**config.mk**
```make
export PLATFORM = sky130hd
export DESIGN_NAME = hazard_controller_flat
export DESIGN_NICKNAME = d
export VERILOG_FILES = /design/src/rtl/hazard_controller_if.sv /design/src/rtl/hazard_controller.sv /design/src/flat_wrapper.sv
export SDC_FILE = /design/constraint.sdc
export NUM_CORES = 1
export LEC_CHECK = 0
export CAP_MARGIN = 10
export CORE_AREA = 4 4 82 84
export CTS_CLUSTER_DIAMETER = 60
export DETAILED_ROUTE_END_ITERATION = 10
export DIE_AREA = 0 0 86 88
export PLACE_DENSITY_LB_ADDON = 0.25
export SKIP_CTS_REPAIR_TIMING = 1
export SYNTH_ARGS = -nofsm -noshare
export SYNTH_HDL_FRONTEND = slang
export SYNTH_SLANG_ARGS = --single-unit
```
**constraint.sdc**
```tcl
create_clock -name CLK -period 2.3 [get_ports CLK]
set_input_delay 0.46 -clock CLK [delete_from_list [all_inputs] [get_ports CLK]]
set_output_delay 0.46 -clock CLK [all_outputs]
set_load 0.02 [all_outputs]
```
**src/rtl/hazard_controller_if.sv**
```systemverilog
// Hazard controller bundle: datapath status in, pipeline sequencing out.
// The controller sits on the slave side; the datapath drives the master side.
interface hazard_controller_if #(
  parameter int CNT_W = 16
);
  // Status from the datapath
  logic             ihit;
  logic             dhit;
  logic             mem_dREN;
  logic             mem_dWEN;
  logic             mem_redirect;
  logic             ex_memRead;
  logic [4:0]       ex_rd;
  logic [4:0]       id_rs;
  logic [4:0]       id_rt;
  logic             id_usesRt;
  logic             wb_halt;

  // Sequencing controls to the datapath
  logic             pc_en;
  logic             ifid_en;
  logic             idex_en;
  logic             exmem_en;
  logic             memwb_en;
  logic             ifid_flush;
  logic             idex_flush;
  logic             exmem_flush;

  // Status and statistics
  logic             halted;
  logic             mem_timeout;
  logic [CNT_W-1:0] stall_cnt;
  logic [CNT_W-1:0] flush_cnt;

  modport slave (
    input  ihit, dhit, mem_dREN, mem_dWEN, mem_redirect,
           ex_memRead, ex_rd, id_rs, id_rt, id_usesRt, wb_halt,
    output pc_en, ifid_en, idex_en, exmem_en, memwb_en,
           ifid_flush, idex_flush, exmem_flush,
           halted, mem_timeout, stall_cnt, flush_cnt
  );

  modport master (
    output ihit, dhit, mem_dREN, mem_dWEN, mem_redirect,
           ex_memRead, ex_rd, id_rs, id_rt, id_usesRt, wb_halt,
    input  pc_en, ifid_en, idex_en, exmem_en, memwb_en,
           ifid_flush, idex_flush, exmem_flush,
           halted, mem_timeout, stall_cnt, flush_cnt
  );
endinterface

```
**src/rtl/hazard_controller.sv**
```systemverilog
// Central sequencer for the 5-stage pipeline: picks one action per cycle
// (halt, data freeze, redirect flush, load-use bubble, fetch bubble, advance),
// drives PC/latch enables and flushes from it, and keeps stall/flush
// statistics plus a sticky data-memory watchdog.
module hazard_controller #(
  parameter int CNT_W         = 16,
  parameter int DWAIT_TIMEOUT = 255
) (
  input  logic                CLK,
  input  logic                nRST,
  hazard_controller_if.slave  hz
);

  typedef enum logic [1:0] {RUN, DWAIT, HALT} state_e;

  typedef enum logic [2:0] {
    ACT_HALTED,   // already in HALT: hold everything
    ACT_HALT,     // halt reached WB: freeze and enter HALT
    ACT_FREEZE,   // data memory busy: freeze the whole pipe
    ACT_REDIRECT, // branch/jump resolved: flush the three younger stages
    ACT_BUBBLE,   // load-use: hold IF/ID and PC, inject a NOP into ID/EX
    ACT_IMISS,    // fetch not done: hold PC, inject a NOP into IF/ID
    ACT_ADVANCE   // normal flow
  } action_e;

  localparam logic [CNT_W-1:0] CNT_MAX = '1;
  localparam logic [CNT_W-1:0] TIMEOUT = CNT_W'(DWAIT_TIMEOUT);

  state_e           state_q, state_d;
  action_e          act;
  logic             halted_q, halted_d;
  logic             timeout_q, timeout_d;
  logic [CNT_W-1:0] stall_cnt_q, stall_cnt_d;
  logic [CNT_W-1:0] flush_cnt_q, flush_cnt_d;
  logic [CNT_W-1:0] dwait_cnt_q, dwait_cnt_d;
  logic [CNT_W-1:0] dwait_inc;
  logic             dstall;
  logic             lu;

  function automatic logic [CNT_W-1:0] sat_inc(input logic [CNT_W-1:0] v);
    return (v == CNT_MAX) ? v : v + 1'b1;
  endfunction

  assign dstall    = (hz.mem_dREN | hz.mem_dWEN) & ~hz.dhit;
  assign lu        = hz.ex_memRead & (hz.ex_rd != 5'd0) &
                     ((hz.ex_rd == hz.id_rs) | (hz.id_usesRt & (hz.ex_rd == hz.id_rt)));
  assign dwait_inc = sat_inc(dwait_cnt_q);

  // Select this cycle's action in strict priority order.
  always_comb begin
    if (state_q == HALT)        act = ACT_HALTED;
    else if (hz.wb_halt)        act = ACT_HALT;
    else if (dstall)            act = ACT_FREEZE;
    else if (hz.mem_redirect)   act = ACT_REDIRECT;
    else if (lu)                act = ACT_BUBBLE;
    else if (!hz.ihit)          act = ACT_IMISS;
    else                        act = ACT_ADVANCE;
  end

  // Decode the action into PC/latch enables and flushes.
  always_comb begin
    // NOTE: every output gets a default first so no path through the case infers a latch.
    hz.pc_en       = 1'b0;
    hz.ifid_en     = 1'b0;
    hz.idex_en     = 1'b0;
    hz.exmem_en    = 1'b0;
    hz.memwb_en    = 1'b0;
    hz.ifid_flush  = 1'b0;
    hz.idex_flush  = 1'b0;
    hz.exmem_flush = 1'b0;
    case (act)
      ACT_REDIRECT: begin
        {hz.pc_en, hz.ifid_en, hz.idex_en, hz.exmem_en, hz.memwb_en} = '1;
        {hz.ifid_flush, hz.idex_flush, hz.exmem_flush}              = '1;
      end
      ACT_BUBBLE: begin
        {hz.idex_en, hz.exmem_en, hz.memwb_en} = '1;
        hz.idex_flush = 1'b1;
      end
      ACT_IMISS: begin
        {hz.ifid_en, hz.idex_en, hz.exmem_en, hz.memwb_en} = '1;
        hz.ifid_flush = 1'b1;
      end
      ACT_ADVANCE: begin
        {hz.pc_en, hz.ifid_en, hz.idex_en, hz.exmem_en, hz.memwb_en} = '1;
      end
      default: ; // halted, halt entry and data freeze keep everything at 0
    endcase
  end

  // Next state, statistics and watchdog for the chosen action.
  always_comb begin
    state_d     = RUN;
    halted_d    = halted_q;
    timeout_d   = timeout_q;
    stall_cnt_d = stall_cnt_q;
    flush_cnt_d = flush_cnt_q;
    dwait_cnt_d = '0;
    case (act)
      ACT_HALTED: begin
        state_d     = HALT;
        dwait_cnt_d = dwait_cnt_q;
      end
      ACT_HALT: begin
        state_d     = HALT;
        halted_d    = 1'b1;
        dwait_cnt_d = dwait_cnt_q;
      end
      ACT_FREEZE: begin
        state_d     = DWAIT;
        stall_cnt_d = sat_inc(stall_cnt_q);
        // Only cycles already spent waiting count toward the watchdog.
        if (state_q == DWAIT) begin
          dwait_cnt_d = dwait_inc;
          if (dwait_inc >= TIMEOUT) timeout_d = 1'b1;
        end
      end
      ACT_REDIRECT:          flush_cnt_d = sat_inc(flush_cnt_q);
      ACT_BUBBLE, ACT_IMISS: stall_cnt_d = sat_inc(stall_cnt_q);
      default: ;
    endcase
  end

  // State and counter registers.
  always_ff @(posedge CLK or negedge nRST) begin
    if (!nRST) begin
      state_q     <= RUN;
      halted_q    <= 1'b0;
      timeout_q   <= 1'b0;
      stall_cnt_q <= '0;
      flush_cnt_q <= '0;
      dwait_cnt_q <= '0;
    end else begin
      // NOTE: non-blocking assignments so every register samples pre-edge values.
      state_q     <= state_d;
      halted_q    <= halted_d;
      timeout_q   <= timeout_d;
      stall_cnt_q <= stall_cnt_d;
      flush_cnt_q <= flush_cnt_d;
      dwait_cnt_q <= dwait_cnt_d;
    end
  end

  assign hz.halted      = halted_q;
  assign hz.mem_timeout = timeout_q;
  assign hz.stall_cnt   = stall_cnt_q;
  assign hz.flush_cnt   = flush_cnt_q;

endmodule

```
**src/flat_wrapper.sv**
```systemverilog
// flat-port wrapper written by rule: the top's interface ports become plain ports
module hazard_controller_flat 
#(
  parameter int CNT_W         = 16,
  parameter int DWAIT_TIMEOUT = 255
)
  (CLK, nRST, hz_ihit, hz_dhit, hz_mem_dREN, hz_mem_dWEN, hz_mem_redirect, hz_ex_memRead, hz_ex_rd, hz_id_rs, hz_id_rt, hz_id_usesRt, hz_wb_halt, hz_pc_en, hz_ifid_en, hz_idex_en, hz_exmem_en, hz_memwb_en, hz_ifid_flush, hz_idex_flush, hz_exmem_flush, hz_halted, hz_mem_timeout, hz_stall_cnt, hz_flush_cnt);
  hazard_controller_if #(.CNT_W(CNT_W)) hz_i ();
  input  logic CLK;
  input  logic nRST;
  input wire logic [$bits(hz_i.ihit)-1:0] hz_ihit;
  input wire logic [$bits(hz_i.dhit)-1:0] hz_dhit;
  input wire logic [$bits(hz_i.mem_dREN)-1:0] hz_mem_dREN;
  input wire logic [$bits(hz_i.mem_dWEN)-1:0] hz_mem_dWEN;
  input wire logic [$bits(hz_i.mem_redirect)-1:0] hz_mem_redirect;
  input wire logic [$bits(hz_i.ex_memRead)-1:0] hz_ex_memRead;
  input wire logic [$bits(hz_i.ex_rd)-1:0] hz_ex_rd;
  input wire logic [$bits(hz_i.id_rs)-1:0] hz_id_rs;
  input wire logic [$bits(hz_i.id_rt)-1:0] hz_id_rt;
  input wire logic [$bits(hz_i.id_usesRt)-1:0] hz_id_usesRt;
  input wire logic [$bits(hz_i.wb_halt)-1:0] hz_wb_halt;
  output wire logic [$bits(hz_i.pc_en)-1:0] hz_pc_en;
  output wire logic [$bits(hz_i.ifid_en)-1:0] hz_ifid_en;
  output wire logic [$bits(hz_i.idex_en)-1:0] hz_idex_en;
  output wire logic [$bits(hz_i.exmem_en)-1:0] hz_exmem_en;
  output wire logic [$bits(hz_i.memwb_en)-1:0] hz_memwb_en;
  output wire logic [$bits(hz_i.ifid_flush)-1:0] hz_ifid_flush;
  output wire logic [$bits(hz_i.idex_flush)-1:0] hz_idex_flush;
  output wire logic [$bits(hz_i.exmem_flush)-1:0] hz_exmem_flush;
  output wire logic [$bits(hz_i.halted)-1:0] hz_halted;
  output wire logic [$bits(hz_i.mem_timeout)-1:0] hz_mem_timeout;
  output wire logic [$bits(hz_i.stall_cnt)-1:0] hz_stall_cnt;
  output wire logic [$bits(hz_i.flush_cnt)-1:0] hz_flush_cnt;
  assign hz_i.ihit = hz_ihit;
  assign hz_i.dhit = hz_dhit;
  assign hz_i.mem_dREN = hz_mem_dREN;
  assign hz_i.mem_dWEN = hz_mem_dWEN;
  assign hz_i.mem_redirect = hz_mem_redirect;
  assign hz_i.ex_memRead = hz_ex_memRead;
  assign hz_i.ex_rd = hz_ex_rd;
  assign hz_i.id_rs = hz_id_rs;
  assign hz_i.id_rt = hz_id_rt;
  assign hz_i.id_usesRt = hz_id_usesRt;
  assign hz_i.wb_halt = hz_wb_halt;
  assign hz_pc_en = hz_i.pc_en;
  assign hz_ifid_en = hz_i.ifid_en;
  assign hz_idex_en = hz_i.idex_en;
  assign hz_exmem_en = hz_i.exmem_en;
  assign hz_memwb_en = hz_i.memwb_en;
  assign hz_ifid_flush = hz_i.ifid_flush;
  assign hz_idex_flush = hz_i.idex_flush;
  assign hz_exmem_flush = hz_i.exmem_flush;
  assign hz_halted = hz_i.halted;
  assign hz_mem_timeout = hz_i.mem_timeout;
  assign hz_stall_cnt = hz_i.stall_cnt;
  assign hz_flush_cnt = hz_i.flush_cnt;
  hazard_controller #(.CNT_W(CNT_W), .DWAIT_TIMEOUT(DWAIT_TIMEOUT)) u_core (.CLK(CLK), .nRST(nRST), .hz(hz_i));
endmodule
```
==> results of run 1 <==
==> flip-flops by register name, indices dropped and copies added, names as in the netlist <==
name	cells
u_core.dwait_cnt_q	16
u_core.hz.mem_timeout	1
u_core.state_q	2
u_core.hz.halted	1
u_core.hz.flush_cnt	16
u_core.hz.stall_cnt	16
==> how the worst max path moves through the flow <==
stage	to	slack [ps]	depth (start not counted)	startpoint
final	hz_pc_en	0.6	8	hz_id_rt[4]
after global routing	hz_pc_en	-60	8	hz_id_rt[4]
after CTS	hz_pc_en	-1010	7	hz_ex_rd[3]
after detailed placement	hz_pc_en	-1000	7	hz_ex_rd[3]
after global placement	hz_ifid_flush	-940	8	hz_ex_rd[3]
after floorplan	hz_pc_en	5	5	hz_ex_rd[0]
==> area by class of cell <==
type / instances / area (um2) / area share [%]
Clock buffer: 6 / 82.6 / 2.03
Timing Repair Buffer: 99 / 948 / 23.3
Inverter: 7 / 26.3 / 0.646
Tap cell: 75 / 93.8 / 2.31
Clock inverter: 2 / 38.8 / 0.953
Multi-Input combinational cell: 235 / 1580 / 38.8
Sequential cell: 52 / 1300 / 32.0
==> layout by cell type (no fill, tap or decap), types with 5 or more instances in the layout <==
| cell type | netlist | final |
|---|---|---|
| nor3_1 | 7 | 5 |
| o21ai_0 | 24 | 21 |
| buf_6 | 1 | 6 |
| nand2_1 | 21 | 21 |
| and4_1 | 5 | 5 |
| nand4_1 | 13 | 13 |
| dlymetal6s2s_1 | 0 | 14 |
| and3_1 | 9 | 9 |
| a31oi_1 | 6 | 6 |
| and2_1 | 6 | 5 |
| clkbuf_8 | 0 | 6 |
| inv_1 | 7 | 7 |
| buf_4 | 3 | 34 |
| xnor2_1 | 26 | 26 |
| dfrtp_1 | 52 | 52 |
| nor2_1 | 28 | 24 |
| nand3_1 | 20 | 20 |
| xor2_1 | 15 | 12 |
| clkdlybuf4s50_1 | 0 | 42 |
| a21oi_1 | 16 | 15 |
==> cells by family (layout without fill, tap and decap cells) <==
logic type      count (synthesis)  count (layout)  share of synthesized area, %
compound gates                 59              59                          12.6
xor+xnor                       41              41                          12.4
fa+ha+maj                       3               3                          1.30
buf+inv                        21             114                          3.46
flops                          52              52                          45.0
mux                             5               5                          1.82
simple gates                  127             127                          23.4
==> routing by layer <==
layer / up-vias / wire, um / part of all wire [%] / global-route usage (%)
li1: 1274 / - / - / -
met1: 1245 / 3240 / 46 / 26.6
met2: 51 / 3510 / 50 / 30.6
met3: 5 / 233 / 3.3 / 3.67
met4: 0 / 64 / 0.91 / 5.32
met5: - / 0 / 0 / 0
==> synth_stat cells (3+ instances only) <==
cell      number  area [um2]
nand3_1       20         100
dfrtp_1       52        1300
or3_1          3        18.8
a21oi_1       16        80.1
buf_4          3        22.5
a31oi_1        6        37.5
and4_1         5        43.8
nor2_1        28         105
xor2_1        15         131
nand2_1       21        78.8
o21ai_0       24         120
xnor2_1       26         228
mux2i_1        3        30.0
and3_1         9        56.3
and2_1         6        37.5
nor3_1         7        35.0
clkbuf_1       8        30.0
inv_1          7        26.3
nand4_1       13        81.3
ha_1           3        37.5
==> through the flow <==
stage / area (um2) / setup slack (ps) / cells / total power [mW] / setup TNS, ps
after floorplan: 2890 / 4.98 / 308 / 0.957 / 0
after global placement: 3830 / -937 / 468 / 1.04 / -13920
after detailed placement: 3830 / -999 / 468 / 1.04 / -15160
after CTS: 3950 / -1010 / 476 / 1.70 / -7980
after global routing: 4070 / -62.8 / 476 / 1.77 / -78.3
final: 4070 / 0.594 / 476 / 1.69 / 0
==> power breakdown <==
part	internal, mW	total [mW]	switching, mW
Clock	0.356	0.660	0.304
Combinational	0.0654	0.121	0.0557
Sequential	0.913	0.913	0
==> metrics, run 1 <==
status finished, final reports clean; DR DRC count 0; final net count 428; initial antenna violation count 0; largest net degree at the start of global routing 31; Pins Over Slew Limit 0; fillcell total 487; crit-path leading delay family simple AND/OR/NAND/NOR gates; layout cell share with drive strength beyond 1 19.5%; Worst Clk Skew 9.15 ps; Seq/Total Area, Yosys 45.0%; Synth Cell Area 2890 um2; Synth async-reset ratio 100%; Initial Util 48.8%; Startpoint Class input port; Synth Register Bits 52; ys flop type dfrtp_1; num rows 28; worst-skew pair later-pin latency 300 ps; Max Cap Viol 0; Critical Path AT 1840 ps; Worst-Margin Slew 531 ps; Worst setup EP type primary output; Bufs and invs on worst path 2; post-DR vias/cell 5.41; R2R depth 7; CTS Buf Count 5; post-synth net total 336; Final Cycle Share 100%; die area 7570 um2; Post-synth EDFFs 0; first-pass GRT wire length 11700 um; Final Wtd Congestion 0.871; Pre-Repair DR Iteration Count 4; RSZ-0062 raised after global routing yes; Slowest cell on crit path or2_4; Critical Path RT 1840 ps; Tmin final 2300 ps; Max stage delay on crit path 310 ps; Routed WL 7050 um; TritonCTS clock tree yes; initial drt markers 128; synthesized instance count 308; global route overflow 0; reg-to-reg setup timing slack 130 ps; Antenna diodes 0; number of global-route vias before repair 2523; Core Region 5920 um2; post-synth cell types 44; FF-to-FF Start u_core.hz.stall_cnt[6]$_DFFE_PN0P_; PortBufs 66; syn_area_per_cell 9.38 um2; critical-path cell list buf_6, xor2_2, nor4_2, a32oi_2, or2_4, a21oi_2, nor2_1, buf_4; Die Ht 88 um; Area growth syn-to-layout 40.8%; Crit Path Class in -> out; Leak Pwr 1.94 nW; CP max FO 3; root buffer cell clkbuf_8; CTS H-Tree Depth 2; routed len/inst 14.8 um; Reg2Reg Capture Point u_core.hz.stall_cnt[1]$_DFFE_PN0P_; Clock Tree Buf Depth 2; P per Cell Area 416 nW/um2; final core occ 68.7%; Total GRT Usage 19.2%; Die Wd 86 um; Slew HR 64.6%; CTS Sinks 52; number of setup violations in the final report 0; Syn. warnings 0; HP Class in -> async; WHS 119 ps; Top Ports 67; FMAX 435 MHz; Final Hold Fails 0; Peak supply drop 0.336 mV; Vias 2575; Antenna Nets Post-Route 0; Worst-path clk slew 100 ps; hpwl dp 5200 um
(Power assumes the default switching activity.)
==> inputs of run 2 (changes only) <==
--- a/config.mk
+++ b/config.mk
@@ -10,6 +10,7 @@
 export CTS_CLUSTER_DIAMETER = 60
 export DETAILED_ROUTE_END_ITERATION = 10
 export DIE_AREA = 0 0 86 88
+export GPL_TIMING_DRIVEN = 0
 export PLACE_DENSITY_LB_ADDON = 0.25
 export SKIP_CTS_REPAIR_TIMING = 1
 export SYNTH_ARGS = -nofsm -noshare
==> metrics, run 2 (synthesis gave the netlist of run 1 again) <==
status complete, but fails checks; failing checks setup timing; Area growth syn-to-layout 37.7%; hpwl dp 4890 um (-6.1%); Worst setup EP type primary output; number of setup violations in the final report 1 (+1); Clock Tree Buf Depth 2 (unchanged); fin area 3980 um2 (-2.2%); Critical Path AT 1840 ps (about the same); CTS Buf Count 5 (unchanged); HP Class in -> async; P per Cell Area 414 nW/um2 (-0.63%); RSZ-0062 raised after global routing yes; Routed WL 6840 um (-3.0%); initial antenna violation count 0 (unchanged); dpl cell area 3660 um2 (-4.3%); Peak supply drop 0.247 mV (-27%); worst-skew pair later-pin latency 300 ps (about the same); Core Region 5920 um2 (unchanged); Final Hold Fails 0 (unchanged); WHS 134 ps (+14.7 ps); final total power 1.65 mW (-2.8%); layout cell share with drive strength beyond 1 17.8% (-1.6 points); Worst-path clk slew 90 ps (about the same); Final Wtd Congestion 0.913 (+4.8%); Crit Path Class in -> out; largest net degree at the start of global routing 30 (-3.2%); Antenna Nets Post-Route 0 (unchanged); num rows 28 (unchanged); post-DR vias/cell 5.47 (+1.1%); Top Ports 67 (unchanged); Worst-Margin Slew 604 ps (+73.0 ps); number of global-route vias before repair 2373 (-5.9%); Slew HR 59.6% (-5.0 points); final net count 420 (-1.9%); Die Wd 86 um (unchanged); DR DRC count 0 (unchanged); Leak Pwr 1.88 nW (-3.0%); first-pass GRT wire length 10800 um (-7.1%); Pre-Repair DR Iteration Count 4 (unchanged); Worst Clk Skew 5.17 ps (-3.98 ps); CTS H-Tree Depth 2 (unchanged); CTS Sinks 52 (unchanged); reg-to-reg setup timing slack 50 ps (-80 ps); Die Ht 88 um (unchanged); die area 7570 um2 (unchanged); Non-Filler Instances 468 (-1.7%); PortBufs 66 (unchanged); setup ws final -3.93 ps (-4.53 ps); commonest non-fill, non-tap cell in the layout dfrtp_1; most frequent cells in the layout dfrtp_1, clkdlybuf4s50_1, xnor2_1, nor2_1, o21ai_0; TritonCTS clock tree yes; global route overflow 0 (unchanged); initial drt markers 104 (-19%); CP max FO 3 (unchanged); Final Cycle Share 100% (+0.20 points); Critical Path RT 1840 ps (about the same); Pins Over Slew Limit 0 (unchanged); Vias 2559 (-0.62%); root buffer cell clkbuf_8; FMAX 434 MHz (-0.20%); routed len/inst 14.6 um (-1.3%); Initial Util 48.8% (unchanged); Antenna diodes 0 (unchanged); Startpoint Class input port; Placed Instances 450 (-3.8%); Total GRT Usage 17.7% (-1.4 points); Max Cap Viol 0 (unchanged); Tmin final 2300 ps (+4.53 ps)
-- run 2: per-layer routing --
layer  vias up  part of all wire (%)  global-route usage [%]  wire length [um]
met5         -                     0                       0                 0
met4         0                   1.3                    5.18                88
met3        10                   4.3                    3.86               292
met2        64                    49                    28.5              3350
met1      1218                    46                    24.1              3120
li1       1267                     -                       -                 -
-- run 2: where the power goes --
group          internal [mW]  total [mW]  switching (mW)  leakage (nW)
Sequential             0.913       0.913               0         0.710
Combinational         0.0541       0.107          0.0531          1.11
Clock                  0.322       0.627           0.305        0.0541
Total                   1.29        1.65           0.358          1.88
-- run 2: final cells by class --
cell class,instances,area [um2]
inverter,7,26.3
multi-input combinational,235,1600
clock buffer,5,68.8
sequential,52,1300
fill,481,1940
buffer,12,67.6
clock inverter,3,42.5
timing repair buffer,79,785
tap,75,93.8
-- run 2: stage by stage --
stage	setup slack, ps	util [%]	TNS [ps]
detailed placement	-1090	61.8	-27100
floorplan	4.98	-	0
CTS	-1090	63.7	-13550
global route	-58.3	67.2	-297
global placement	-1060	61.6	-68130
finish	-3.93	67.2	-3.93
-- run 2: worst paths after layout --
| kind | start | end | cells after the start |
|---|---|---|---|
| min in group CLK | u_core.hz.halted$_DFFE_PN0N_ | u_core.hz.halted$_DFFE_PN0N_ | 1 |
| hold reg to reg | u_core.hz.halted$_DFFE_PN0N_ | u_core.hz.halted$_DFFE_PN0N_ | 1 |
| setup / recovery | hz_id_rt[1] | hz_pc_en | 8 |
| setup reg to reg | u_core.dwait_cnt_q[0]$_DFFE_PN0N_ | u_core.hz.mem_timeout$_DFFE_PN0P_ | 8 |
| max in group asynchronous | nRST | u_core.hz.stall_cnt[12]$_DFFE_PN0P_ | 2 |
| hold / removal | nRST | u_core.dwait_cnt_q[7]$_DFFE_PN0N_ | 1 |
-- run 2: critical path, cell delays in order --
cell and delay, ps:
dlymetal6s2s_1 130, xor2_1 150, nor4_2 300, a32oi_2 200, or2_4 290, a21oi_2 110
nor2_1 60, buf_4 150
==> inputs of run 3 (changes only) <==
--- a/config.mk
+++ b/config.mk
@@ -6,12 +6,13 @@
 export NUM_CORES = 1
 export LEC_CHECK = 0
 export CAP_MARGIN = 10
-export CORE_AREA = 4 4 82 84
+export CORE_AREA = 4 4 104 106
 export CTS_CLUSTER_DIAMETER = 60
 export DETAILED_ROUTE_END_ITERATION = 10
-export DIE_AREA = 0 0 86 88
+export DIE_AREA = 0 0 108 110
 export GPL_TIMING_DRIVEN = 0
 export PLACE_DENSITY_LB_ADDON = 0.25
+export RECOVER_POWER = 100
 export SKIP_CTS_REPAIR_TIMING = 1
 export SYNTH_ARGS = -nofsm -noshare
 export SYNTH_HDL_FRONTEND = slang
==> metrics, run 3 (synthesis gave the netlist of run 1 again) <==
number of setup violations in the final report 0 (-1); RSZ-0062 raised after global routing yes; P per Cell Area 390 nW/um2 (-5.8%); R2R depth 7 (-1); Pre-Repair DR Iteration Count 4 (unchanged); Tmin final 2300 ps (-6.75 ps); Peak supply drop 0.215 mV (-13%); Top Ports 67 (unchanged); Clock Tree Buf Depth 2 (unchanged); Worst setup EP type primary output; root buffer cell clkbuf_8; Vias 2561 (+0.078%); TNS Setup 0 ps (+3.93 ps); TritonCTS clock tree yes; number of global-route vias before repair 2522 (+6.3%); Antenna Nets Post-Route 0 (unchanged); Final Cycle Share 99.9% (-0.29 points); Area growth syn-to-layout 40.0%; Non-Filler Instances 526 (+12%); Die Wd 108 um (+26%); global route overflow 0 (unchanged); Pins Over Slew Limit 0 (unchanged); Antenna diodes 0 (unchanged); post-DR vias/cell 4.87 (-11%); status finished, final reports clean; largest net degree at the start of global routing 33 (+10%); Core Region 9770 um2 (+65%); most frequent cells in the layout dfrtp_1, xnor2_1, nor2_1, o21ai_0, clkdlybuf4s50_1; Crit Path Class in -> out; die area 11900 um2 (+57%); Slew HR 23.7% (-36 points); worst-skew pair later-pin latency 310 ps (about the same); CTS Buf Count 5 (unchanged); routed len/inst 14.4 um (-1.2%); Placed Instances 508 (+13%); Total GRT Usage 12.7% (-5.0 points); Startpoint Class input port; Die Ht 110 um (+25%); Final Wtd Congestion 0.831 (-9.0%); Leak Pwr 1.91 nW (+1.9%); first-pass GRT wire length 12200 um (+13%); CTS Sinks 52 (unchanged); PortBufs 66 (unchanged); initial antenna violation count 0 (unchanged); hpwl dp 5390 um (+10%); Worst Clk Skew 6.14 ps (+0.967 ps); initial drt markers 107 (+2.9%); Final Hold Fails 0 (unchanged); Critical Path RT 1840 ps (about the same); FMAX 435 MHz (+0.29%); reg-to-reg setup timing slack 140 ps (+90 ps); CP max FO 3 (unchanged); Critical Path AT 1840 ps (about the same); FF-to-FF Start u_core.hz.stall_cnt[5]$_DFFE_PN0P_; commonest non-fill, non-tap cell in the layout dfrtp_1; Initial Util 29.6% (-19 points); Worst-Margin Slew 1140 ps (+540 ps); Worst-path clk slew 100 ps (about the same); layout cell share with drive strength beyond 1 19.8% (+2.0 points); final net count 420 (unchanged); final total power 1.58 mW (-4.3%); Routed WL 7600 um (+11%); HP Class in -> async; WHS 344 ps (+210 ps); Reg2Reg Capture Point u_core.hz.stall_cnt[1]$_DFFE_PN0P_; CTS H-Tree Depth 2 (unchanged); DR DRC count 0 (unchanged); num rows 36 (+29%); Max Cap Viol 0 (unchanged)
## run 3: cell types whose count changed in the layout (fill, tap and decap cells not counted), moves of 2 or more
cell | before | now
clkbuf_2 | 2 | 6
dlygate4sd3_1 | 0 | 19
nor2_2 | 3 | 5
buf_4 | 16 | 19
clkdlybuf4s50_1 | 42 | 22
buf_2 | 6 | 2
dlymetal6s2s_1 | 15 | 13
nor2_1 | 25 | 23
## run 3: final cells by class
class | count | area [um2]
repair buffers | 80 | 761
clock inverters | 3 | 21.3
inverters | 7 | 26.3
multi-input cells | 235 | 1630
fillers | 1012 | 5730
flip-flops and latches | 52 | 1300
plain buffers | 11 | 66.3
clock buffers | 5 | 68.8
well taps | 133 | 166
## run 3: critical path: stages
cell and delay, ps:
buf_6 100, xor2_2 160, nor4_2 300, a32oi_2 190, or2_4 290, a21oi_2 120, nor2_1 60, buf_4 150
## run 3: worst max-delay path by stage
stage / startpoint / to / slack [ps] / depth (start not counted)
after CTS: hz_ex_rd[0] / hz_ifid_flush / -1080 / 8
after global placement: hz_ex_rd[0] / hz_ifid_flush / -1040 / 8
after floorplan: hz_ex_rd[0] / hz_pc_en / 5 / 5
final: hz_id_rt[4] / hz_pc_en / 3 / 8
after global routing: hz_ex_rd[3] / hz_ifid_flush / -60 / 8
after detailed placement: hz_ex_rd[0] / hz_ifid_flush / -1070 / 8
## run 3: through the flow
stage | util (%) | setup slack [ps] | area [um2]
after floorplan | - | 4.98 | 2890
final | 41.4 | 2.82 | 4050
after global routing | 41.4 | -57.2 | 4050
after detailed placement | 38.2 | -1070 | 3730
after CTS | 39.1 | -1080 | 3820
after global placement | 38.0 | -1040 | 3720
## run 3: where the power goes
| group | total, mW | internal [mW] | switching [mW] |
|---|---|---|---|
| sequential | 0.914 | 0.914 | 0 |
| combinational | 0.108 | 0.0520 | 0.0556 |
| clock | 0.556 | 0.217 | 0.339 |
## run 3: routing by layer
| metal | global-route usage [%] | routed length [um] |
|---|---|---|
| met5 | 0 | 0 |
| met4 | 3.70 | 66 |
| met3 | 2.15 | 218 |
| met2 | 20.8 | 3890 |
| met1 | 17.4 | 3430 |
